## src/rtl/game_pkg.sv

```systemverilog
// Shared types and constants for the game flow controller.
//   state_e        : top-level game state encoding
//   KEY_*          : keycodes with special meaning
//   HS_*           : bit index of each hurt source in request/grant vectors
//   hurt_arbitrate : fixed-priority one-hot hurt arbiter (elec > proj > contact)
package game_pkg;

  localparam int unsigned TIMER_W   = 8;
  localparam int unsigned TIMER_MAX = 255;
  localparam int unsigned LIVES_W   = 4;
  localparam int unsigned LIVES_MAX = 15;
  localparam int unsigned KEY_W     = 8;
  localparam int unsigned HURT_W    = 3;
  localparam int unsigned HEALTH_W  = 10;

  localparam logic [KEY_W-1:0] KEY_NONE       = 8'h00;
  localparam logic [KEY_W-1:0] KEY_PAUSE_DFLT = 8'h13;

  localparam int unsigned HS_CONTACT = 0;
  localparam int unsigned HS_ELEC    = 1;
  localparam int unsigned HS_PROJ    = 2;

  typedef enum logic [2:0] {
    ST_MENU   = 3'd0,
    ST_INTRO  = 3'd1,
    ST_PLAY   = 3'd2,
    ST_PAUSED = 3'd3,
    ST_OVER   = 3'd4
  } state_e;

  // One-hot grant for the highest-priority active request.
  function automatic logic [HURT_W-1:0] hurt_arbitrate(input logic [HURT_W-1:0] req);
    logic [HURT_W-1:0] grant;
    grant = '0;
    if (req[HS_ELEC]) begin
      grant[HS_ELEC] = 1'b1;
    end else if (req[HS_PROJ]) begin
      grant[HS_PROJ] = 1'b1;
    end else if (req[HS_CONTACT]) begin
      grant[HS_CONTACT] = 1'b1;
    end
    return grant;
  endfunction

endpackage

```

## src/rtl/frame_timer.sv

```systemverilog
// Loadable 8-bit down-counter that saturates at zero.
//   clk, rst  : frame clock, synchronous active-high reset (count -> 0)
//   load      : load load_val this frame (wins over en)
//   load_val  : value to load
//   en        : decrement by one this frame when nonzero
//   zero      : registered flag, high while the count is zero
module frame_timer
  import game_pkg::*;
(
  input  logic               clk,
  input  logic               rst,
  input  logic               load,
  input  logic [TIMER_W-1:0] load_val,
  input  logic               en,
  output logic               zero
);

  logic [TIMER_W-1:0] count_q, count_d;
  logic               zero_q, zero_d;

  // Next count: load has priority, decrement saturates at zero.
  always_comb begin
    count_d = count_q;
    if (load) begin
      count_d = load_val;
    end else if (en && (count_q != '0)) begin
      count_d = count_q - TIMER_W'(1);
    end
    zero_d = (count_d == '0);
  end

  always_ff @(posedge clk) begin
    if (rst) begin
      count_q <= '0;
      zero_q  <= 1'b1;
    end else begin
      count_q <= count_d;
      zero_q  <= zero_d;
    end
  end

  assign zero = zero_q;

endmodule

```

## src/rtl/game_flow_ctrl.sv

```systemverilog
// Game sequencer (MENU -> INTRO -> PLAY <-> PAUSED -> OVER) and hurt arbiter.
// Clocked once per video frame.
//   frame_clk, Reset     : frame clock, synchronous active-high reset
//   keycode              : current keyboard code, 0 = no key
//   hurt_contact/elec/proj : level hurt requests from the three sources
//   boss_health          : boss remaining health; 0 ends the game as a win
//   state, menu, intro_active, play_en, game_over : state and its decodes
//   player_win           : result of the last game, held until a new game starts
//   player_lives         : remaining lives
//   player_hurt          : high while the invulnerability window is open
//   hurt_grant           : one-frame one-hot grant {proj, elec, contact}
module game_flow_ctrl
  import game_pkg::*;
#(
  parameter int unsigned      LIVES_INIT       = 5,
  parameter int unsigned      INTRO_FRAMES     = 120,
  parameter int unsigned      INVULN_FRAMES    = 80,
  parameter int unsigned      OVER_HOLD_FRAMES = 180,
  parameter logic [KEY_W-1:0] KEY_PAUSE        = KEY_PAUSE_DFLT
) (
  input  logic                frame_clk,
  input  logic                Reset,
  input  logic [KEY_W-1:0]    keycode,
  input  logic                hurt_contact,
  input  logic                hurt_elec,
  input  logic                hurt_proj,
  input  logic [HEALTH_W-1:0] boss_health,
  output state_e              state,
  output logic                menu,
  output logic                intro_active,
  output logic                play_en,
  output logic                game_over,
  output logic                player_win,
  output logic [LIVES_W-1:0]  player_lives,
  output logic                player_hurt,
  output logic [HURT_W-1:0]   hurt_grant
);

  // Reject timer loads that do not fit the 8-bit counters.
  if (INTRO_FRAMES < 1 || INTRO_FRAMES > TIMER_MAX ||
      OVER_HOLD_FRAMES < 1 || OVER_HOLD_FRAMES > TIMER_MAX ||
      INVULN_FRAMES > TIMER_MAX || LIVES_INIT > LIVES_MAX) begin : g_param_check
    $error("game_flow_ctrl: parameter out of range");
  end

  localparam logic [TIMER_W-1:0] INTRO_LOAD  = TIMER_W'(INTRO_FRAMES - 1);
  localparam logic [TIMER_W-1:0] INVULN_LOAD = TIMER_W'(INVULN_FRAMES);
  localparam logic [TIMER_W-1:0] HOLD_LOAD   = TIMER_W'(OVER_HOLD_FRAMES - 1);
  localparam logic [LIVES_W-1:0] LIVES_LOAD  = LIVES_W'(LIVES_INIT);

  state_e              state_q, state_d;
  logic [KEY_W-1:0]    key_prev_q, key_prev_d;
  logic [LIVES_W-1:0]  lives_q, lives_d;
  logic                win_q, win_d;
  logic [HURT_W-1:0]   grant_q, grant_d;
  logic                menu_q, menu_d;
  logic                intro_q, intro_d;
  logic                play_q, play_d;
  logic                over_q, over_d;

  logic                intro_load, intro_en, intro_zero;
  logic                inv_load, inv_en, inv_zero;
  logic                hold_load, hold_en, hold_zero;
  logic [TIMER_W-1:0]  inv_val;

  logic                key_press, pause_press;
  logic [HURT_W-1:0]   hurt_req;

  // A held key counts once: only a change to a nonzero code is a press.
  assign key_press   = (keycode != KEY_NONE) && (keycode != key_prev_q);
  assign pause_press = key_press && (keycode == KEY_PAUSE);
  assign hurt_req    = {hurt_proj, hurt_elec, hurt_contact};

  frame_timer u_intro_timer (
    .clk      (frame_clk),
    .rst      (Reset),
    .load     (intro_load),
    .load_val (INTRO_LOAD),
    .en       (intro_en),
    .zero     (intro_zero)
  );

  frame_timer u_inv_timer (
    .clk      (frame_clk),
    .rst      (Reset),
    .load     (inv_load),
    .load_val (inv_val),
    .en       (inv_en),
    .zero     (inv_zero)
  );

  frame_timer u_hold_timer (
    .clk      (frame_clk),
    .rst      (Reset),
    .load     (hold_load),
    .load_val (HOLD_LOAD),
    .en       (hold_en),
    .zero     (hold_zero)
  );

  // Next state, life count, grant and timer controls.
  always_comb begin
    state_d    = state_q;
    key_prev_d = keycode;
    lives_d    = lives_q;
    win_d      = win_q;
    grant_d    = '0;
    intro_load = 1'b0;
    intro_en   = 1'b0;
    inv_load   = 1'b0;
    inv_val    = '0;
    inv_en     = 1'b0;
    hold_load  = 1'b0;
    hold_en    = 1'b0;

    unique case (state_q)
      ST_MENU: begin
        if (key_press) begin
          state_d    = ST_INTRO;
          intro_load = 1'b1;
          lives_d    = LIVES_LOAD;
          win_d      = 1'b0;
        end
      end

      ST_INTRO: begin
        if (intro_zero) begin
          state_d = ST_PLAY;
        end else begin
          intro_en = 1'b1;
        end
      end

      ST_PLAY: begin
        inv_en = 1'b1;
        // Boss defeat beats pause, pause beats a hit.
        if (boss_health == '0) begin
          state_d   = ST_OVER;
          win_d     = 1'b1;
          hold_load = 1'b1;
          inv_load  = 1'b1;
        end else if (pause_press) begin
          state_d = ST_PAUSED;
        end else if (inv_zero && (hurt_req != '0)) begin
          grant_d = hurt_arbitrate(hurt_req);
          if (lives_q != '0) begin
            lives_d = lives_q - LIVES_W'(1);
          end
          // Last life lost: end the game with the window closed.
          if (lives_q <= LIVES_W'(1)) begin
            state_d   = ST_OVER;
            win_d     = 1'b0;
            hold_load = 1'b1;
            inv_load  = 1'b1;
          end else begin
            inv_load = 1'b1;
            inv_val  = INVULN_LOAD;
          end
        end
      end

      ST_PAUSED: begin
        if (pause_press) begin
          state_d = ST_PLAY;
        end
      end

      ST_OVER: begin
        hold_en = 1'b1;
        if (hold_zero && key_press) begin
          state_d = ST_MENU;
        end
      end

      default: begin
        state_d = ST_MENU;
      end
    endcase

    menu_d  = (state_d == ST_MENU);
    intro_d = (state_d == ST_INTRO);
    play_d  = (state_d == ST_PLAY);
    over_d  = (state_d == ST_OVER);
  end

  always_ff @(posedge frame_clk) begin
    if (Reset) begin
      state_q    <= ST_MENU;
      key_prev_q <= KEY_NONE;
      lives_q    <= LIVES_LOAD;
      win_q      <= 1'b0;
      grant_q    <= '0;
      menu_q     <= 1'b1;
      intro_q    <= 1'b0;
      play_q     <= 1'b0;
      over_q     <= 1'b0;
    end else begin
      state_q    <= state_d;
      key_prev_q <= key_prev_d;
      lives_q    <= lives_d;
      win_q      <= win_d;
      grant_q    <= grant_d;
      menu_q     <= menu_d;
      intro_q    <= intro_d;
      play_q     <= play_d;
      over_q     <= over_d;
    end
  end

  assign state        = state_q;
  assign menu         = menu_q;
  assign intro_active = intro_q;
  assign play_en      = play_q;
  assign game_over    = over_q;
  assign player_win   = win_q;
  assign player_lives = lives_q;
  assign hurt_grant   = grant_q;
  // Straight off the invulnerability timer's zero flop.
  assign player_hurt  = ~inv_zero;

endmodule

```

## config.mk

```make
export PLATFORM = sky130hd
export DESIGN_NAME = game_flow_ctrl
export DESIGN_NICKNAME = d
export VERILOG_FILES = /design/src/rtl/game_pkg.sv /design/src/rtl/frame_timer.sv /design/src/rtl/game_flow_ctrl.sv
export SDC_FILE = /design/constraint.sdc
export NUM_CORES = 1
export LEC_CHECK = 0
export CORE_UTILIZATION = 45
export DETAILED_ROUTE_END_ITERATION = 8
export PLACE_DENSITY = 0.69
export SLEW_MARGIN = 20
export SYNTH_ARGS = -nofsm -noshare
export SYNTH_HDL_FRONTEND = slang
export SYNTH_SLANG_ARGS = --single-unit
```

## constraint.sdc

```tcl
create_clock -name frame_clk -period 3.55 [get_ports frame_clk]
set_input_delay 1.065 -clock frame_clk [delete_from_list [all_inputs] [get_ports frame_clk]]
set_output_delay 1.065 -clock frame_clk [all_outputs]
set_load 0.05 [all_outputs]
```

==> flow_summary.yaml, run 1 <==
worst_setup_path:
  required_ns: 3.81
  start_kind: "input port"
  worstSetupPathType: "input port to register"
  endpoint_kind: "register"
  crit_fanout: 8
  timing.rr.start: "u_hold_timer.count_q[1]"
  r2r_end: "u_hold_timer.zero"
  cp.arrival_ns: 3.35
  critPathCapture: "play_en"
  rrSetupSlack_ns: 1.12
  crit_start: "keycode[6]"
  reg2reg_depth: 7
final_layout:
  drive_gt1_share_pct: 8.99
  fin_area_sq_um: 3310
  antenna_cells: 0
  n_fill_cell: 525
  final_nets: 398
  area_growth_pct: 21.9
sta:
  finalHoldViolations: 0
  fin_skew_ns: 0.00688
  setup_viol: 0
  rsz0062_at_grt: "false"
  fin_crit_ns: 3.10
  fin_crit_sh_pct: 87.2
  max_freq_ghz: 0.323
  max-slew-margin-rel_pct: 40.5
  slew_viol_final: 0
  worst_slew_pin_slew_ns: 0.884
  fin_tns_setup_ns: 0
global_route:
  met2_usage_pct: 33.3
  grt_util_all_layers_pct: 20.2
  grt_max_degree: 30
  grt_pass1_vias: 2278
  grt_use_met3_pct: 3.89
  grt_overflow_total: 0
  met1_usage_pct: 26.5
  grt_pass1_wl_mm: 10.2
  antenna_found_initial: 0
  gr-max-usage-layer: "met2"
floorplanning:
  row_count: 27
  die_h_microns: 79.6
  dieArea_sq_um: 6340
  design.core.area_sq_um: 5640
  die_x_microns: 79.6
  io_pins: 39
  start_util_pct: 48.1
power:
  p_seq_share_pct: 47.1
  finalPower_mw: 1.35
  pwr-share-clk_pct: 25.9
  p_sw_share_pct: 32.7
  leakagePower_nw: 1.23
  ir_drop_mv: 0.195
  p_per_area_nw_per_um2: 408
  p_int_mw: 0.908
  power_frac_comb_pct: 27.0
  p_switching_mw: 0.440
clock_tree:
  cts_tree: "done"
  cts_max_path_buffers: 2
  htreeDepth: 2
  cts_setup_buffers: 0
  clk_latency_ns: 0.30
  clock-sinks: 50
  clkSlewWorstSetupHoldPaths_ns: 0.09
  numCtsBuffers: 5
  cts.repair.resized: 0
  root_buffer: "clkbuf_8"
  cts_hold_buf: 0
route:
  drtAntennaViolNets: 0
  dr.pass1.iters: 4
  drt-total-wl_mm: 5.89
  drt_iter0_drc: 122
  wl_per_cell_microns: 13.4
  vias_per_cell: 5.42
  vias: 2381
  drcViolationCount: 0
run_status:
  status: "finished clean"
placement:
  dp_hpwl_mm: 4.43
  port_buffers: 38
  post_dp_cell_area_sq_um: 3210
  gp_congestion: 0.863
logic_synthesis:
  syn_area_sq_um: 2710
  synth_edf_count: 0
  ys.flop_type: "dfxtp_1"
  syn_area_per_cell_sq_um: 8.42
  synth-seq-cells: 50
  yosysSeqAreaShare_pct: 36.9
  syn-num-nets: 354
  syn_inst: 322
  postSynth.asyncResetShare_pct: 0
  synth_cell_types: 53
  ys_warn_count: 0
min_path:
  hold_path_class: "register to register"
  min_from: "player_win"
  whs_path_depth: 2
job:
  drv_cap: 0
[layout make-up]
| class | instances | area [sq um] | share of cell area (%) |
|---|---|---|---|
| Clock buffer | 6 | 82.6 | 2.50 |
| Tap cell | 72 | 90.1 | 2.73 |
| Timing Repair Buffer | 47 | 448 | 13.6 |
| Clock inverter | 2 | 12.5 | 0.379 |
| Multi-Input combinational cell | 249 | 1620 | 49.1 |
| Inverter | 13 | 48.8 | 1.48 |
| Sequential cell | 50 | 1000 | 30.3 |
[cell families after synthesis]
family          count (synthesis)  share of synthesized area [%]
fa+ha+maj                       9                           4.15
buf+inv                        23                           3.28
flops                          50                           36.9
xor+xnor                       23                           7.43
compound gates                 68                           17.1
simple gates                  146                           30.0
mux                             3                           1.11
[metal layers]
metal,wire length [microns],up-vias,part of all wire (%)
li1,-,1240,-
met1,2920,1090,50
met2,2700,46,46
met3,201,5,3.4
met4,69,0,1.2
met5,0,-,0
[state kept, by name, summed over array words and instances (netlist names), 3 cells and up]
name / flops
u_hold_timer.count_q: 8
player_lives: 4
state: 3
u_inv_timer.count_q: 8
u_intro_timer.count_q: 8
key_prev_q: 8
hurt_grant: 3
[power by group through the flow]
stage	combinational [mW]	sequential (mW)	clock [mW]
2_1_floorplan	0.215	0.672	0
3_3_place_gp	0.357	0.647	0
3_5_place_dp	0.362	0.648	0
4_1_cts	0.364	0.635	0.364
5_1_grt	0.398	0.641	0.385
6_report	0.364	0.635	0.349
[cell usage after synthesis, types with 2 or more instances]
library cell,n,share of area [%]
xor2_1,13,4.2
nor4_1,9,2.1
nand4_1,3,0.69
or4_1,2,0.55
o21ai_0,13,2.4
nand3_1,11,2.0
buf_2,2,0.37
nand2_1,22,3.0
and2_1,4,0.92
mux2i_1,3,1.1
nor2b_1,10,2.3
nor2_1,31,4.3
nor4_2,2,0.92
or2_2,3,0.69
xnor2_1,10,3.2
a41o_1,3,1.1
nor4b_1,4,1.3
nor3b_1,6,1.7
a21oi_1,27,5.0
clkbuf_1,8,1.1
o31ai_1,3,0.83
a21o_1,3,0.83
and3_1,4,0.92
nor3_1,17,3.1
dfxtp_1,50,37
or3_1,5,1.2
ha_1,9,4.2
nand2b_1,5,1.2
inv_1,13,1.8
a211oi_1,2,0.55
o21ba_2,3,1.1
[per-stage QoR]
stage               setup WS [ns]  hold WS [ns]  cells  utilization, %
floorplan                   0.767         0.508    322               -
global placement            0.134         0.473    431            56.9
detailed placement          0.137         0.478    431            56.9
CTS                         0.457         0.494    439            58.6
global route                0.219         0.534    439            58.6
finish                      0.455         0.491    439            58.6
[how the worst min path moves through the flow]
stage / endpoint / slack (ns)
finish: player_win / 0.49
CTS: player_win / 0.49
floorplan: u_intro_timer.count_q[7] / 0.51
global placement: player_win / 0.47
global route: player_win / 0.53
detailed placement: player_win / 0.48
[layout by cell type, fill, tap and decap left out, drive strengths merged, types with 3 or more instances in the layout]
cell	n
or3	5
ha	9
a21oi	28
nor2	31
nand3	11
xor2	13
inv	13
nor3b	6
nand4	3
o21ai	14
and3	4
xnor2	10
or2	4
a41o	3
buf	9
nor2b	10
clkdlybuf4s50	38
a21o	3
dfxtp	50
o31ai	3
nor3	17
nor4b	4
and2	4
clkbuf	6
o21ba	3
nand2b	5
mux2i	3
nand2	22
nor4	12
[worst max-delay path, cell delays in order]
cell,delay (ns)
clkdlybuf4s50_1,0.46
or4b_4,0.57
nor4_4,0.27
a21boi_4,0.32
nor2_1,0.12
a2111oi_4,0.35
and3_1,0.19
(Power assumes the default switching activity.)
==> run 2: changes to the inputs <==
--- a/config.mk
+++ b/config.mk
@@ -10,3 +10,3 @@
 export PLACE_DENSITY = 0.69
-export SLEW_MARGIN = 20
+export SLEW_MARGIN = 40
 export SYNTH_ARGS = -nofsm -noshare
--- a/constraint.sdc
+++ b/constraint.sdc
@@ -3,2 +3,2 @@
 set_output_delay 1.065 -clock frame_clk [all_outputs]
-set_load 0.05 [all_outputs]
+set_load 0.02 [all_outputs]
==> run 2 against run 1 <==
Largest power group unchanged. Sequential share of layout area decreased by 0.057 points. Maximum frequency up 0.11%. Critical path depth stayed put. Clock power about the same. Register-to-register slack gained 0.02 ns.
==> flow_summary.yaml, run 2 (synthesized netlist as in run 1, its figures left out) <==
route:
  wl_per_cell_microns: 13.4
  drt-total-wl_mm: 5.89
  vias: 2385
  drt_iter0_drc: 138
  vias_per_cell: 5.43
  drtAntennaViolNets: 0
  drcViolationCount: 0
  dr.pass1.iters: 4
global_route:
  grt_pass1_wl_mm: 10.2
  grt_pass1_vias: 2278
  antenna_found_initial: 0
  grt_max_degree: 30
  grt_util_all_layers_pct: 20.2
  grt_overflow_total: 0
power:
  ir_drop_mv: 0.186
  leakagePower_nw: 1.23
  p_per_area_nw_per_um2: 398
  finalPower_mw: 1.32
final_layout:
  drive_gt1_share_pct: 9.26
  area_growth_pct: 22.1
  n_fill_cell: 525
  antenna_cells: 0
  final_cell_mix: "dfxtp_1 (50), clkdlybuf4s50_1 (38), nor2_1 (31), a21oi_1 (27), nand2_1 (22)"
  final_common_cell: "dfxtp_1"
  fin_area_sq_um: 3310
  final_nets: 398
clock_tree:
  cts_setup_buffers: 0
  cts_tree: "done"
  cts_max_path_buffers: 2
  clock-sinks: 50
  htreeDepth: 2
  cts.repair.resized: 0
  numCtsBuffers: 5
  clkSlewWorstSetupHoldPaths_ns: 0.09
  clk_latency_ns: 0.30
  cts_hold_buf: 0
  root_buffer: "clkbuf_8"
sta:
  fin_crit_ns: 3.09
  whs_ns: 0.490
  slew_viol_final: 0
  fin_crit_sh_pct: 87.1
  max_freq_ghz: 0.323
  max-slew-margin-rel_pct: 51.7
  fin_tns_setup_ns: 0
  fin_skew_ns: 0.00675
  setup_viol: 0
  setup_ws_ns: 0.458
  rsz0062_at_grt: "false"
  finalHoldViolations: 0
  worst_slew_pin_slew_ns: 0.714
job:
  drv_cap: 0
placement:
  dp_hpwl_mm: 4.43
  post_dp_cell_area_sq_um: 3210
  pre_cts_ws_ns: 0.137
  port_buffers: 38
  gp_congestion: 0.863
worst_setup_path:
  required_ns: 3.80
  crit_family: "simple AND/OR/NAND/NOR gates"
  crit_fanout: 8
  slowest_delay_ns: 0.57
  start_kind: "input port"
  endpoint_kind: "register"
  path_cells: "clkdlybuf4s50_1 > or4b_4 > nor4_4 > a21boi_4 > nor2_1 > a2111oi_4 > and3_1"
  worstSetupPathType: "input port to register"
  cp.arrival_ns: 3.35
  crit_path_top_delay_cell: "or4b_4"
  worst-path-buf-inv: 1
floorplanning:
  die_h_microns: 79.6
  start_util_pct: 48.1
  design.core.area_sq_um: 5640
  die_x_microns: 79.6
  dieArea_sq_um: 6340
  io_pins: 39
  row_count: 27
min_path:
  hold_path_class: "register to register"
run_status:
  status: "finished clean"
-- run 2: metal layers --
metal | vias to the layer above | part of all wire (%) | global-route usage (%)
li1 | 1243 | - | -
met1 | 1086 | 49 | 26.5
met2 | 52 | 46 | 33.3
met3 | 4 | 3.5 | 3.89
met4 | 0 | 0.78 | 5.82
met5 | - | 0 | 0
-- run 2: cell type report --
type	count	area, sq um	share of cell area, %
clock inverter	2	12.5	0.378
clock buffer	6	82.6	2.49
inverter	13	48.8	1.47
tap	72	90.1	2.72
multi-input combinational	249	1630	49.2
timing repair buffer	47	448	13.5
sequential	50	1000	30.2
-- run 2: path summary, 6_finish.rpt --
path / from / end / slack (ns) / cells past startpoint
worst min-delay path: player_win / player_win / 0.49 / 2
worst max-delay path: keycode[6] / play_en / 0.46 / 7
worst max register to register: u_hold_timer.count_q[1] / u_hold_timer.zero / 1.14 / 7
worst min register to register: player_win / player_win / 0.49 / 2
-- run 2: where the power goes --
part           total (mW)  internal, mW  switching [mW]
Clock               0.348         0.157           0.191
Combinational       0.334         0.154           0.180
Sequential          0.636         0.598          0.0374
Total                1.32         0.909           0.409
-- run 2: stage by stage --
stage,instances,utilization (%)
floorplan,322,-
global placement,431,56.9
detailed placement,431,56.9
CTS,439,58.6
global route,439,58.7
finish,439,58.7
-- run 2: worst min-delay path, stage by stage (launching register included) --
cell,delay [ns]
dfxtp_1,0.32
o21ai_0,0.07
a21oi_1,0.06
